**src/rtl/bnn_eval_sequencer.sv**
```systemverilog
// -----------------------------------------------------------------------------
// bnn_eval_sequencer
//
// Runs a stored test set through a combinational BNN classifier. For each
// vector it reads the features and the expected label from a synchronous test
// memory, drives the features onto the classifier for SETTLE_CYCLES cycles,
// captures the prediction, and offers one result per vector on a valid/ready
// stream. A running count of correctly classified vectors is kept per run.
//
// Ports
//   clk, rst_n      clock (rising edge), asynchronous active-low reset
//   start           single-cycle run request, honoured only while idle
//   abort           synchronous cancel, any state, wins over start
//   busy            high whenever the sequencer is not idle
//   done            one-cycle pulse when a run completes normally
//   mem_rd          test-memory read strobe
//   mem_addr        vector index presented to the test memory
//   mem_feat        feature vector, valid the cycle after mem_rd
//   mem_label       expected class, same timing as mem_feat
//   features        registered drive to the classifier
//   prediction      classifier output (combinational from features)
//   res_valid       result available
//   res_ready       consumer accepts the result
//   res_index       vector index of the result
//   res_pred        captured prediction
//   res_correct     prediction matched the label and is a legal class
//   correct_cnt     correct results accepted in the current or last run
// -----------------------------------------------------------------------------
module bnn_eval_sequencer #(
    parameter int FEAT_CNT      = 12,
    parameter int FEAT_BITS     = 4,
    parameter int CLASS_CNT     = 6,
    parameter int TEST_CNT      = 1000,
    parameter int SETTLE_CYCLES = 2,
    localparam int CW = (CLASS_CNT > 1) ? $clog2(CLASS_CNT) : 1,
    localparam int AW = (TEST_CNT > 1) ? $clog2(TEST_CNT) : 1,
    localparam int NW = $clog2(TEST_CNT + 1),
    localparam int FW = FEAT_CNT * FEAT_BITS
) (
    input  logic          clk,
    input  logic          rst_n,
    input  logic          start,
    input  logic          abort,
    output logic          busy,
    output logic          done,
    output logic          mem_rd,
    output logic [AW-1:0] mem_addr,
    input  logic [FW-1:0] mem_feat,
    input  logic [CW-1:0] mem_label,
    output logic [FW-1:0] features,
    input  logic [CW-1:0] prediction,
    output logic          res_valid,
    input  logic          res_ready,
    output logic [AW-1:0] res_index,
    output logic [CW-1:0] res_pred,
    output logic          res_correct,
    output logic [NW-1:0] correct_cnt
);

    localparam int SW = $clog2(SETTLE_CYCLES + 1);

    typedef enum logic [2:0] {
        S_IDLE,
        S_FETCH,
        S_LOAD,
        S_SETTLE,
        S_EMIT,
        S_DONE
    } state_t;

    state_t          state, state_nxt;

    logic [AW-1:0]   idx;
    logic [CW-1:0]   label;
    logic [SW-1:0]   settle_cnt;

    logic            run_start;
    logic            vec_load;
    logic            settle_step;
    logic            pred_capture;
    logic            res_accept;
    logic            last_vec;

    // A prediction outside the class range never counts as correct, even if
    // the stored label happens to carry the same out-of-range code.
    function automatic logic is_correct(input logic [CW-1:0] pred,
                                        input logic [CW-1:0] lbl);
        return (pred == lbl) && (32'(pred) < 32'(CLASS_CNT));
    endfunction

    assign last_vec = (idx == AW'(TEST_CNT - 1));
    assign mem_addr = idx;

    // ---- control: state register ----
    always_ff @(posedge clk or negedge rst_n) begin
        if (!rst_n) begin
            state <= S_IDLE;
        end else begin
            state <= state_nxt;
        end
    end

    // ---- control: next state, strobes and stream outputs ----
    always_comb begin
        state_nxt    = state;
        busy         = (state != S_IDLE);
        done         = 1'b0;
        mem_rd       = 1'b0;
        res_valid    = 1'b0;
        run_start    = 1'b0;
        vec_load     = 1'b0;
        settle_step  = 1'b0;
        pred_capture = 1'b0;
        res_accept   = 1'b0;

        case (state)
            S_IDLE: begin
                if (start) begin
                    run_start = 1'b1;
                    state_nxt = S_FETCH;
                end
            end
            S_FETCH: begin
                mem_rd    = 1'b1;
                state_nxt = S_LOAD;
            end
            S_LOAD: begin
                vec_load  = 1'b1;
                state_nxt = S_SETTLE;
            end
            S_SETTLE: begin
                settle_step = 1'b1;
                if (settle_cnt == SW'(1)) begin
                    pred_capture = 1'b1;
                    state_nxt    = S_EMIT;
                end
            end
            S_EMIT: begin
                res_valid = 1'b1;
                if (res_ready) begin
                    res_accept = 1'b1;
                    state_nxt  = last_vec ? S_DONE : S_FETCH;
                end
            end
            S_DONE: begin
                done      = 1'b1;
                state_nxt = S_IDLE;
            end
            default: begin
                state_nxt = S_IDLE;
            end
        endcase

        // Abort cancels every datapath update of this cycle, including a
        // handshake that would otherwise complete, and suppresses done.
        if (abort) begin
            state_nxt    = S_IDLE;
            done         = 1'b0;
            run_start    = 1'b0;
            vec_load     = 1'b0;
            settle_step  = 1'b0;
            pred_capture = 1'b0;
            res_accept   = 1'b0;
        end
    end

    // ---- datapath: vector load, settle timing, capture and scoring ----
    always_ff @(posedge clk or negedge rst_n) begin
        if (!rst_n) begin
            idx         <= '0;
            correct_cnt <= '0;
            features    <= '0;
            label       <= '0;
            settle_cnt  <= '0;
            res_pred    <= '0;
            res_index   <= '0;
            res_correct <= 1'b0;
        end else begin
            if (run_start) begin
                idx         <= '0;
                correct_cnt <= '0;
            end

            if (vec_load) begin
                features   <= mem_feat;
                label      <= mem_label;
                settle_cnt <= SW'(SETTLE_CYCLES);
            end else if (settle_step) begin
                settle_cnt <= settle_cnt - SW'(1);
            end

            if (pred_capture) begin
                res_pred    <= prediction;
                res_index   <= idx;
                res_correct <= is_correct(prediction, label);
            end

            if (res_accept) begin
                if (res_correct) begin
                    correct_cnt <= correct_cnt + NW'(1);
                end
                if (!last_vec) begin
                    idx <= idx + AW'(1);
                end
            end
        end
    end

endmodule

```
**config.mk**
```make
export PLATFORM = sky130hd
export DESIGN_NAME = bnn_eval_sequencer
export DESIGN_NICKNAME = d
export VERILOG_FILES = /design/src/rtl/bnn_eval_sequencer.sv
export SDC_FILE = /design/constraint.sdc
export NUM_CORES = 1
export LEC_CHECK = 0
export CAP_MARGIN = 10
export CORE_MARGIN = 2
export CORE_UTILIZATION = 44
export CTS_CLUSTER_SIZE = 8
export DETAILED_ROUTE_END_ITERATION = 12
export GPL_ROUTABILITY_DRIVEN = 0
export PLACE_DENSITY_LB_ADDON = 0.1
export SLEW_MARGIN = 20
export SYNTH_ARGS = -nofsm -noshare
export SYNTH_HDL_FRONTEND = slang
export SYNTH_SLANG_ARGS = --single-unit
```
**constraint.sdc**
```tcl
create_clock -name clk -period 2.55 [get_ports clk]
set_input_delay 0.6375 -clock clk [delete_from_list [all_inputs] [get_ports clk]]
set_output_delay 0.6375 -clock clk [all_outputs]
set_load 0.02 [all_outputs]
```
# After elaboration in Yosys (flattened, before gate mapping)
# Index checks and enable logic that the tools add are counted.
[totals]
out_inout_bits = 86
word_cells = 60
input_bits = 59
ff_bits = 90
[op_classes]
mux = 31
reduce_logical = 5
n_eq_ne = 11
addsub = 3
magnitude_cmp = 1
[op_table]
columns = ["op", "count"]
rows = [
  ["$mux 10", 6],
  ["$add 10x1->10 const B", 2],
  ["$mux 1", 17],
  ["$mux 3", 5],
  ["$pmux 3 s5", 1],
  ["$eq 10x10->1 const B", 1],
  ["$ne 3x3->1 const B", 3],
  ["$eq 3x2->1 const B", 2],
  ["$eq 3x3->1 const B", 2],
  ["$mux 2", 2],
  ["$eq 3x1->1 const B", 1],
  ["$eq 3x3->1", 1],
  ["$logic_not 3->1", 1],
  ["$lt 3x3->1 const B", 1],
  ["$reduce_and 3->1", 1],
  ["$reduce_bool 3->1", 1],
  ["$eq 2x1->1 const B", 1],
  ["$reduce_bool 2->1", 1],
  ["$sub 2x1->2 const B", 1],
  ["$logic_and 1x1->1", 1],
]

# Logic depth before layout (Yosys ltp)
# Gate-level depths: netlist of the first run.
[logic_depth]
ltp_word = 6
mapped_depth = 6
mapped_depth_nobuf = 5

# Least setup slack after synthesis of the first run
# Ideal clock, no wire load.
[synth_path]
kind = "flip-flop to flip-flop"
from = "reg idx[0] (netlist: mem_addr[0])"
to = "reg idx[3] (netlist: mem_addr[3])"
t_arrival_ps = 1848
setup_slack_ps = 624
setup_time_ps = 77
stages_incl_launch_ff = 7
path_buffers = 1
required_time_ps = 2473
synth_period_minus_slack_ps = 1926
cell_sequence = "dfrtp_1 > ha_1 > and4bb_1 > and3_1 > buf_6 > or4_1 > a21oi_1"
[synth_via]
elab_chain_cells = 3
word_cells_on_any_way = 4
cone_classes = "add/sub (1); eq/ne (1); mux (2)"
[synth_rtl]
columns = ["element", "line", "source"]
rows = [
  ["start, declared", "73", "logic [AW-1:0] idx;"],
  ["start signal, assigned", "203", "idx <= idx + AW'(1);"],
  ["$add 10x1->10 or $eq 10x10->1 (tied branches)", "203, 91", ""],
  ["$mux 10 *", "202", "if (!last_vec) begin"],
  ["$mux 10 *", "198", "if (res_accept) begin"],
]
# Every way passes the cells marked *; elsewhere a longest branch is shown, timed or not.
# A chain may end at the register's enable or synchronous reset.

# Worst setup path after layout of the first run
[layout_path]
from = "reg state[0]"
to = "out res_valid"
[layout_via]
elab_chain_cells = 2
[layout_rtl]
columns = ["element", "line", "source"]
rows = [
  ["start, declared", "71", "state_t state, state_nxt;"],
  ["start signal, assigned", "99", "state <= state_nxt;"],
  ["$eq 3x3->1", "116", "case (state)"],
  ["$mux 1", "116", ""],
  ["end, declared", "52", "output logic res_valid,"],
]
# Every way passes these cells.

==> impl_metrics.tcl, run 1 <==
set metrics [dict create \
    cts_tree "done" \
    synth-edff-count 0 \
    required_ps 1910 \
    drv_slew 0 \
    ios 145 \
    nNetsFinal 512 \
    fin_ws_ps 130 \
    diodes 0 \
    swShare_pct 29.3 \
    peakVddDrop_mv 0.518 \
    layout_commonest_cell "clkdlybuf4s50_1" \
    drc 0 \
    power_switching_mw 1.27 \
    post-route-util_pct 66.8 \
    die_area_sq_um 9580 \
    row_count 34 \
    wirelength_mm 8.97 \
    synthCells 291 \
    setup-tns-final_ps 0 \
    cts.sinks 90 \
    worst_slew_pin_slew_ps 420 \
    crit_type "reg -> out" \
    numPortBuffers 144 \
    final_cell_mix "clkdlybuf4s50_1, dfrtp_1, mux2_2" \
    numCtsBuffers 9 \
    drt_pass1_iterations 4 \
    coreArea_sq_um 8640 \
    root_buffer "clkbuf_8" \
    clkTransAtPathRegs_ps 90 \
    drtIter0Drc 77 \
    p_int_mw 3.08 \
    fin_crit_sh_pct 94.9 \
    instances_no_fill 563 \
    finalSetupViolCount 0 \
    ys.flop_type "dfrtp_1" \
    yosys_warnings 0 \
    period_minus_slack_ps 2420 \
    combinationalPowerShare_pct 31.5 \
    seqPwrFrac_pct 42.9 \
    die_width_um 97.9 \
    start_kind "register" \
    grt_pass1_wl_mm 15.0 \
    vias 2952 \
    fmax_mhz 413 \
    avgSynthCellArea_sq_um 13.3 \
    place.detailed.hpwl_mm 6.66 \
    synthArstFlopShare_pct 100 \
    cts_hold_buf 0 \
    antenna_found_initial 0 \
    dp_cells 547 \
    drive_gt1_share_pct 22.0 \
    postRouteAntennaNets 0 \
    end_kind "output port" \
    power_leakage_nw 2.49 \
    relSlewSlack_pct 72.0 \
    pwr-share-clk_pct 25.7 \
    die_h_um 97.9 \
    grt_pass1_vias 3070 \
    clock_path_buffers 2 \
    grt-ovfl-total 0 \
    vias_per_cell 5.24 \
    grt_max_degree 44 \
    critPathArrivalTime_ps 1780 \
    skew_ps 10.9 \
    status "complete, no violations" \
    initial_core_util_pct 44.9 \
    synth.lib_cells_used.distinct 48 \
    synth-seq-area-share_pct 58.1 \
    p_per_area_nw_per_um2 754 \
    critPathMaxFanout 9 \
    clkLatencyLatePin_ps 350 \
    place_ws_ps -91.1 \
    routedWlPerCell_um 15.9 \
    netlist_area_sq_um 3880 \
    area_growth_pct 48.8 \
    total_power_mw 4.35 \
    syn_nets 353 \
    hp-class "in -> async" \
    cap_violations 0 \
    hold_viol_final 0 \
    grtUsageTotal_pct 19.4 \
    h-tree-depth 3 \
    grt_setup_unrepaired "no" \
    synth-seq-cells 90 \
]
-- through the flow --
step           area (sq um)  hold slack [ps]
2_1_floorplan          3880              342
3_3_place_gp           5530              466
3_5_place_dp           5530              480
4_1_cts                5770              212
5_1_grt                5770              231
6_report               5770              216
-- path summary, 6_finish.rpt --
check | slack (ps) | start | cells after the start | endpoint
max in group asynchronous | 1730 | rst_n | 2 | state[1]
setup reg to reg | 600 | mem_addr[0] | 5 | mem_addr[3]
hold reg to reg | 500 | features[14] | 1 | features[14]
setup / recovery | 130 | state[0] | 3 | res_valid
min in group clk | 500 | features[14] | 1 | features[14]
hold / removal | 220 | rst_n | 1 | res_index[7]
-- final cells by class --
class                   count  area, sq um
clock buffers              11          151
clock inverters             5         85.1
fillers                   663         2870
inverters                   3         11.3
multi-input cells         187         1520
flip-flops and latches     90         2250
well taps                 108          135
repair buffers            159         1610
-- power by group through the flow --
stage               clock network, mW  logic (mW)  registers (mW)
floorplan                           0       0.320            2.20
global route                     1.21        1.45            1.91
global placement                    0        1.37            1.87
detailed placement                  0        1.38            1.89
finish                           1.12        1.37            1.87
CTS                              1.15        1.39            1.87
-- routing by layer --
| layer | wire, um | part of all wire [%] | track usage (%) |
|---|---|---|---|
| met4 | 75 | 0.84 | 6.84 |
| met3 | 748 | 8.3 | 6.66 |
| met2 | 4550 | 51 | 32.3 |
| met1 | 3590 | 40 | 23.5 |
| met5 | 0 | 0 | 0 |
-- Yosys cell counts (2+ instances only) --
cell	count	share of area (%)
o21ai_0	7	0.90
inv_1	3	0.29
buf_6	6	1.7
and3_1	5	0.81
nand4bb_1	2	0.58
nor3_1	4	0.52
o31ai_1	2	0.39
or3_1	2	0.32
xnor2_1	2	0.45
nand2_1	15	1.5
a21oi_1	6	0.77
dfrtp_1	90	58
nand4_1	7	1.1
buf_2	2	0.26
and4_1	3	0.68
nand2b_1	4	0.65
nand3_1	7	0.90
o211ai_1	2	0.39
xor2_1	3	0.68
mux2_1	3	0.87
clkbuf_1	2	0.19
a31oi_1	4	0.65
nor4_1	4	0.65
mux2_2	62	18
mux2i_1	6	1.5
nor2_1	13	1.3
and2_1	2	0.32
ha_1	3	0.97
-- critical path: stages, from the launching register on --
cell and delay (ps):
dfrtp_1 480, nor2_1 190, and2_1 160, clkdlybuf4s50_1 610
-- state kept, by name, indices dropped and copies added, names as in the netlist --
register and flops:
res_index 10, res_pred 3, correct_cnt 10, state 3
features 48, settle_cnt 2, res_correct 1, mem_addr 10
label 3
-- cells by family (layout without fill, tap and decap cells) --
logic type                 count (synthesis)  in the layout  share of synthesized area (%)
muxes                                     71             71                           20.4
DFF                                       90             90                           58.1
adders and majority gates                  3              3                          0.968
xor gates and xnor gates                   5              5                           1.13
and+or+nand+nor                           79             79                           11.8
buffers and inverters                     14            178                           2.68
AOI/OAI and AO/OA                         29             29                           4.87
-- what timing repair did --
action,4_1_cts,5_1_grt
buffers inserted,0,0
endpoints found under the setup margin,1,2
gates resized for setup,1,1
Power figures use the tool's default switching activity.
==> inputs of run 2 (changes only) <==
--- a/config.mk
+++ b/config.mk
@@ -5,9 +5,10 @@
 export SDC_FILE = /design/constraint.sdc
 export NUM_CORES = 1
 export LEC_CHECK = 0
+export ABC_AREA = 1
 export CAP_MARGIN = 10
 export CORE_MARGIN = 2
-export CORE_UTILIZATION = 44
+export CORE_UTILIZATION = 40
 export CTS_CLUSTER_SIZE = 8
 export DETAILED_ROUTE_END_ITERATION = 12
 export GPL_ROUTABILITY_DRIVEN = 0
==> run 2 against run 1 <==
Compared with the run above: combinational power up 54%; worst hold slack lost 100 ps; global-route usage increased by 0.097 points; synthesized area up 2.5%; synthesized cell count rose by 70%; sequential share of layout area hardly changed; cell area about the same; critical endpoint is now busy; highest routed layer unchanged.
==> impl_metrics.tcl, run 2 <==
set metrics [dict create \
    routedWlPerCell_um 12.9 \
    cts_tree "done" \
    status "complete, no violations" \
    path_buf_inv 1 \
    vias 3633 \
    ys.flop_type "dfrtp_1" \
    synth.lib_cells_used.distinct 24 \
    grt.busiest_layer "met2" \
    drive_gt1_share_pct 5.38 \
    initial_core_util_pct 41.0 \
    crit_family "buffers and inverters" \
    top_register "features" \
    use_met1_pct 23.6 \
    crit_type "reg -> out" \
    hold_viol_final 0 \
    ios 145 \
    netlist_area_sq_um 3970 \
    synth-edff-count 0 \
    place.detailed.hpwl_mm 7.37 \
    critical_path.max_stage_delay_ps 550 \
    grt_setup_unrepaired "no" \
    power_leakage_nw 2.84 \
    hp-class "in -> async" \
    period_minus_slack_ps 2300 \
    cts_hold_buf 0 \
    nNetsFinal 708 \
    grt-ovfl-total 0 \
    clkTransAtPathRegs_ps 90 \
    total_power_mw 5.07 \
    dp_cells 768 \
    avgSynthCellArea_sq_um 8.04 \
    yosys_warnings 0 \
    synth_top_area_share_pct 56.7 \
    worst_slew_pin_slew_ps 328 \
    fin_crit_sh_pct 90.1 \
    drv_slew 0 \
    yosysMostFrequentCell "nand2_1" \
    h-tree-depth 3 \
    cap_violations 0 \
    critPathArrivalTime_ps 1660 \
    drtIter0Drc 109 \
    yosys.area.top_type "dfrtp_1" \
    area_growth_pct 45.4 \
    die_h_um 104 \
    die_width_um 104 \
    post-route-util_pct 59.6 \
    synth_common_cells "nand2_1, dfrtp_1, inv_1" \
    use_met3_pct 6.42 \
    p_per_area_nw_per_um2 879 \
    fin_ws_ps 253 \
    drt_pass1_iterations 4 \
    coreArea_sq_um 9680 \
    final_cell_mix "nand2_1, clkdlybuf4s50_1, dfrtp_1" \
    r2r_cells 9 \
    required_ps 1910 \
    skew_ps 13.3 \
    path_cells "nor2_2 -> nand2_1 -> clkdlybuf4s50_1" \
    numCtsBuffers 9 \
    synth-seq-cells 90 \
    wirelength_mm 10.1 \
    grtUsageTotal_pct 19.5 \
    path_depth 3 \
    grtUsageMet2_pct 32.3 \
    regArea_sq_um 2250 \
    postRouteAntennaNets 0 \
    clkLatencyLatePin_ps 350 \
    syn_nets 556 \
    finalSetupViolCount 0 \
    fmax_mhz 435 \
    root_buffer "clkbuf_8" \
    die_area_sq_um 10700 \
    critPathMaxFanout 6 \
    vias_per_cell 4.63 \
    largest_reg_flops 48 \
    end_kind "output port" \
    layout_commonest_cell "nand2_1" \
    numPortBuffers 144 \
    relSlewSlack_pct 78.1 \
    start_kind "register" \
    place_ws_ps -22.8 \
    diodes 0 \
    clock_path_buffers 2 \
    grt_pass1_wl_mm 17.1 \
    critPathSlowestCell "clkdlybuf4s50_1" \
    synthCells 494 \
    grt_pass1_vias 3680 \
    drc 0 \
    peakVddDrop_mv 0.558 \
    whs_ps 113 \
    synthTopCellsByArea "dfrtp_1, nand2_1, inv_1, nor2_1, nand3_1" \
    nFillCells 904 \
    antenna_found_initial 0 \
    row_count 36 \
    multi_input_area_sq_um 1500 \
    cts.sinks 90 \
    synthArstFlopShare_pct 100 \
    grt_max_degree 56 \
    synth-seq-area-share_pct 56.7 \
    instances_no_fill 784 \
]
[run 2: cell families after synthesis]
| kind of cell | share of synthesized area (%) |
|---|---|
| and+or+nand+nor | 31.4 |
| xor gates and xnor gates | 0.662 |
| DFF | 56.7 |
| buffers and inverters | 5.67 |
| AOI/OAI and AO/OA | 4.60 |
| adders and majority gates | 0.945 |
[run 2: per-stage QoR]
step           TNS (ps)  cell area (sq um)
5_1_grt               0               5770
3_5_place_dp      -22.8               5610
6_report              0               5770
2_1_floorplan         0               3970
3_3_place_gp          0               5610
4_1_cts               0               5770
[run 2: path summary, 6_finish.rpt]
| kind | from | to | slack (ps) |
|---|---|---|---|
| worst max-delay path | state[2] | busy | 250 |
| worst min-delay path | rst_n | res_index[2] | 110 |
| worst max register to register | mem_addr[1] | mem_addr[5] | 820 |
| worst min register to register | features[39] | features[39] | 470 |
| max in group asynchronous | rst_n | features[29] | 1870 |
| min in group clk | features[39] | features[39] | 470 |
[run 2: layer usage]
layer,part of all wire (%),wire [um]
met1,42,4230
met2,47,4780
met3,8.7,882
met4,1.9,189
met5,0,0
[run 2: worst reg2reg max path: cells and delay by family (launching register included)]
| family | cells | cell delay [ps] |
|---|---|---|
| simple gates | 7 | 900 |
| flops | 1 | 460 |
| fa+ha+maj | 1 | 230 |
| buf+inv | 1 | 90 |
[run 2: layout make-up]
| cell class | instances | share of cell area, % |
|---|---|---|
| Sequential cell | 90 | 39.0 |
| Tap cell | 133 | 2.88 |
| Clock inverter | 3 | 0.260 |
| Multi-Input combinational cell | 351 | 25.9 |
| Timing Repair Buffer | 155 | 26.8 |
| Clock buffer | 13 | 2.58 |
| Inverter | 39 | 2.54 |
[run 2: report_power, final]
part,leakage [nW],switching [mW],internal [mW]
Clock,0.0872,0.482,0.378
Sequential,1.17,0.254,1.85
Combinational,1.58,1.13,0.976
[run 2: repair_timing]
item	CTS	global route
setup endpoints to repair	1	2
buffers inserted	0	0
hold endpoints to repair	0	0
resized for setup	1	2
==> inputs of run 3 (changes only) <==
--- a/config.mk
+++ b/config.mk
@@ -13,6 +13,7 @@
 export DETAILED_ROUTE_END_ITERATION = 12
 export GPL_ROUTABILITY_DRIVEN = 0
 export PLACE_DENSITY_LB_ADDON = 0.1
+export RECOVER_POWER = 25
 export SLEW_MARGIN = 20
 export SYNTH_ARGS = -nofsm -noshare
 export SYNTH_HDL_FRONTEND = slang
==> run 3 against run 2 <==
Compared with the run above: critical path depth increased by 2; cell area fell by 0.39%; combinational power about the same; sequential power about the same; critical path type is now in -> out; highest routed layer unchanged.
==> impl_metrics.tcl, run 3 (synthesized netlist as in run 2, its figures left out) <==
set metrics [dict create \
    status "complete, no violations" \
    cts_tree "done" \
    largest_reg_flops 48 \
    fmax_mhz 435 \
    worst_slew_pin_slew_ps 1380 \
    antenna_found_initial 0 \
    rr_startpoint "mem_addr[1]" \
    row_count 36 \
    whs_ps 255 \
    r2r_cells 9 \
    initial_core_util_pct 41.0 \
    drt_pass1_iterations 4 \
    numPortBuffers 144 \
    cap_violations 0 \
    layout_commonest_cell "nand2_1" \
    p_per_area_nw_per_um2 882 \
    ios 145 \
    clkLatencyLatePin_ps 350 \
    vias_per_cell 4.64 \
    grtUsageTotal_pct 19.5 \
    cts.sinks 90 \
    critPathArrivalTime_ps 1660 \
    critical_path.max_stage_delay_ps 420 \
    fin_crit_sh_pct 90.2 \
    placed_area_sq_um 5610 \
    clock_path_buffers 2 \
    die_h_um 104 \
    drive_gt1_share_pct 5.07 \
    regArea_sq_um 2250 \
    diodes 0 \
    drv_slew 0 \
    relSlewSlack_pct 8.09 \
    grt_max_degree 56 \
    critPathSlowestCell "clkdlybuf4s50_1" \
    die_area_sq_um 10700 \
    wirelength_mm 10.1 \
    final_cell_mix "nand2_1, clkdlybuf4s50_1, dfrtp_1" \
    coreArea_sq_um 9680 \
    required_ps 1910 \
    numCtsBuffers 9 \
    fin_area_sq_um 5750 \
    r2r-end "mem_addr[5]" \
    multi_input_area_sq_um 1500 \
    finalSetupViolCount 0 \
    postRouteAntennaNets 0 \
    top_register "features" \
    path_buf_inv 3 \
    hp-class "in -> async" \
    skew_ps 12.9 \
    nFillCells 909 \
    nNetsFinal 708 \
    r2r_setup_slack_ps 820 \
    routedWlPerCell_um 12.9 \
    die_width_um 104 \
    grt-ovfl-total 0 \
    critPathMaxFanout 2 \
    peakVddDrop_mv 0.558 \
    grt_pass1_wl_mm 17.1 \
    crit_type "in -> out" \
    period_minus_slack_ps 2300 \
    hold_viol_final 0 \
    path_depth 5 \
    vias 3634 \
    drc 0 \
    start_kind "primary input" \
    path_cells "clkdlybuf4s50_1 -> inv_1 -> nand2_1 -> nor2_1 -> dlygate4sd2_1" \
    grt_pass1_vias 3680 \
    drtIter0Drc 109 \
    grt_setup_unrepaired "no" \
    place.detailed.hpwl_mm 7.37 \
    end_kind "output port" \
    clkTransAtPathRegs_ps 90 \
    root_buffer "clkbuf_8" \
    crit_family "buffers and inverters" \
    power_leakage_nw 2.82 \
    h-tree-depth 3 \
    area_growth_pct 44.8 \
]
-- run 3: cell count changes in the layout (fill, tap and decap cells not counted) --
cell	change
clkbuf_1	+2
buf_12	-1
buf_4	-2
clkbuf_2	+1
-- run 3: how the worst max path moves through the flow --
stage,start,endpoint,slack [ps]
after global routing,rst_n,features[33],190
after floorplan,abort,done,770
after CTS,state[1],mem_rd,20
after detailed placement,abort,done,-20
after global placement,abort,done,3
final,abort,done,250
-- run 3: routing by layer --
metal	share of wire (%)	vias to the layer above	wire, um	global-route usage (%)
met1	42	1678	4230	23.6
li1	-	1826	-	-
met2	47	114	4770	32.3
met3	8.7	16	881	6.42
met5	0	-	0	0
met4	1.9	0	189	7.72
-- run 3: cell type report --
type | instances | share of cell area, %
Sequential cell | 90 | 39.2
Inverter | 39 | 2.55
Multi-Input combinational cell | 351 | 26.0
Clock buffer | 13 | 2.59
Timing Repair Buffer | 155 | 26.6
Tap cell | 133 | 2.89
Clock inverter | 3 | 0.261
-- run 3: worst reg2reg max path, delay by kind of cell, from the launching register on --
family                   cells  cell delay [ps]
AND/OR/NAND/NOR              7              900
flip-flops                   1              460
adder cells (fa/ha/maj)      1              230
buffers and inverters        1               90
-- run 3: stage by stage --
stage               total power [mW]  instances  setup WS, ps  TNS (ps)  utilization [%]
finish                          5.07        784           249         0             59.4
global placement                4.23        768          3.48         0             57.9
CTS                             5.15        784          21.6         0             59.6
floorplan                       3.15        494           772         0                -
global route                    5.41        784           190         0             59.4
detailed placement              4.27        768         -22.8     -22.8             57.9
-- run 3: repair_timing --
action                                  4_1_cts  5_1_grt
endpoints found under the setup margin        1        2
pin swaps                                     0        0
gates resized for setup                       1        2
setup buffers                                 0        0
endpoints found under the hold margin         0        0
hold buffers                                  0        0
-- run 3: where the power goes --
| part | internal, mW | leakage (nW) | total [mW] | switching (mW) |
|---|---|---|---|---|
| clock network | 0.378 | 0.0872 | 0.861 | 0.483 |
| registers | 1.85 | 1.17 | 2.11 | 0.254 |
| logic | 0.971 | 1.57 | 2.10 | 1.13 |
| total | 3.20 | 2.82 | 5.07 | 1.87 |
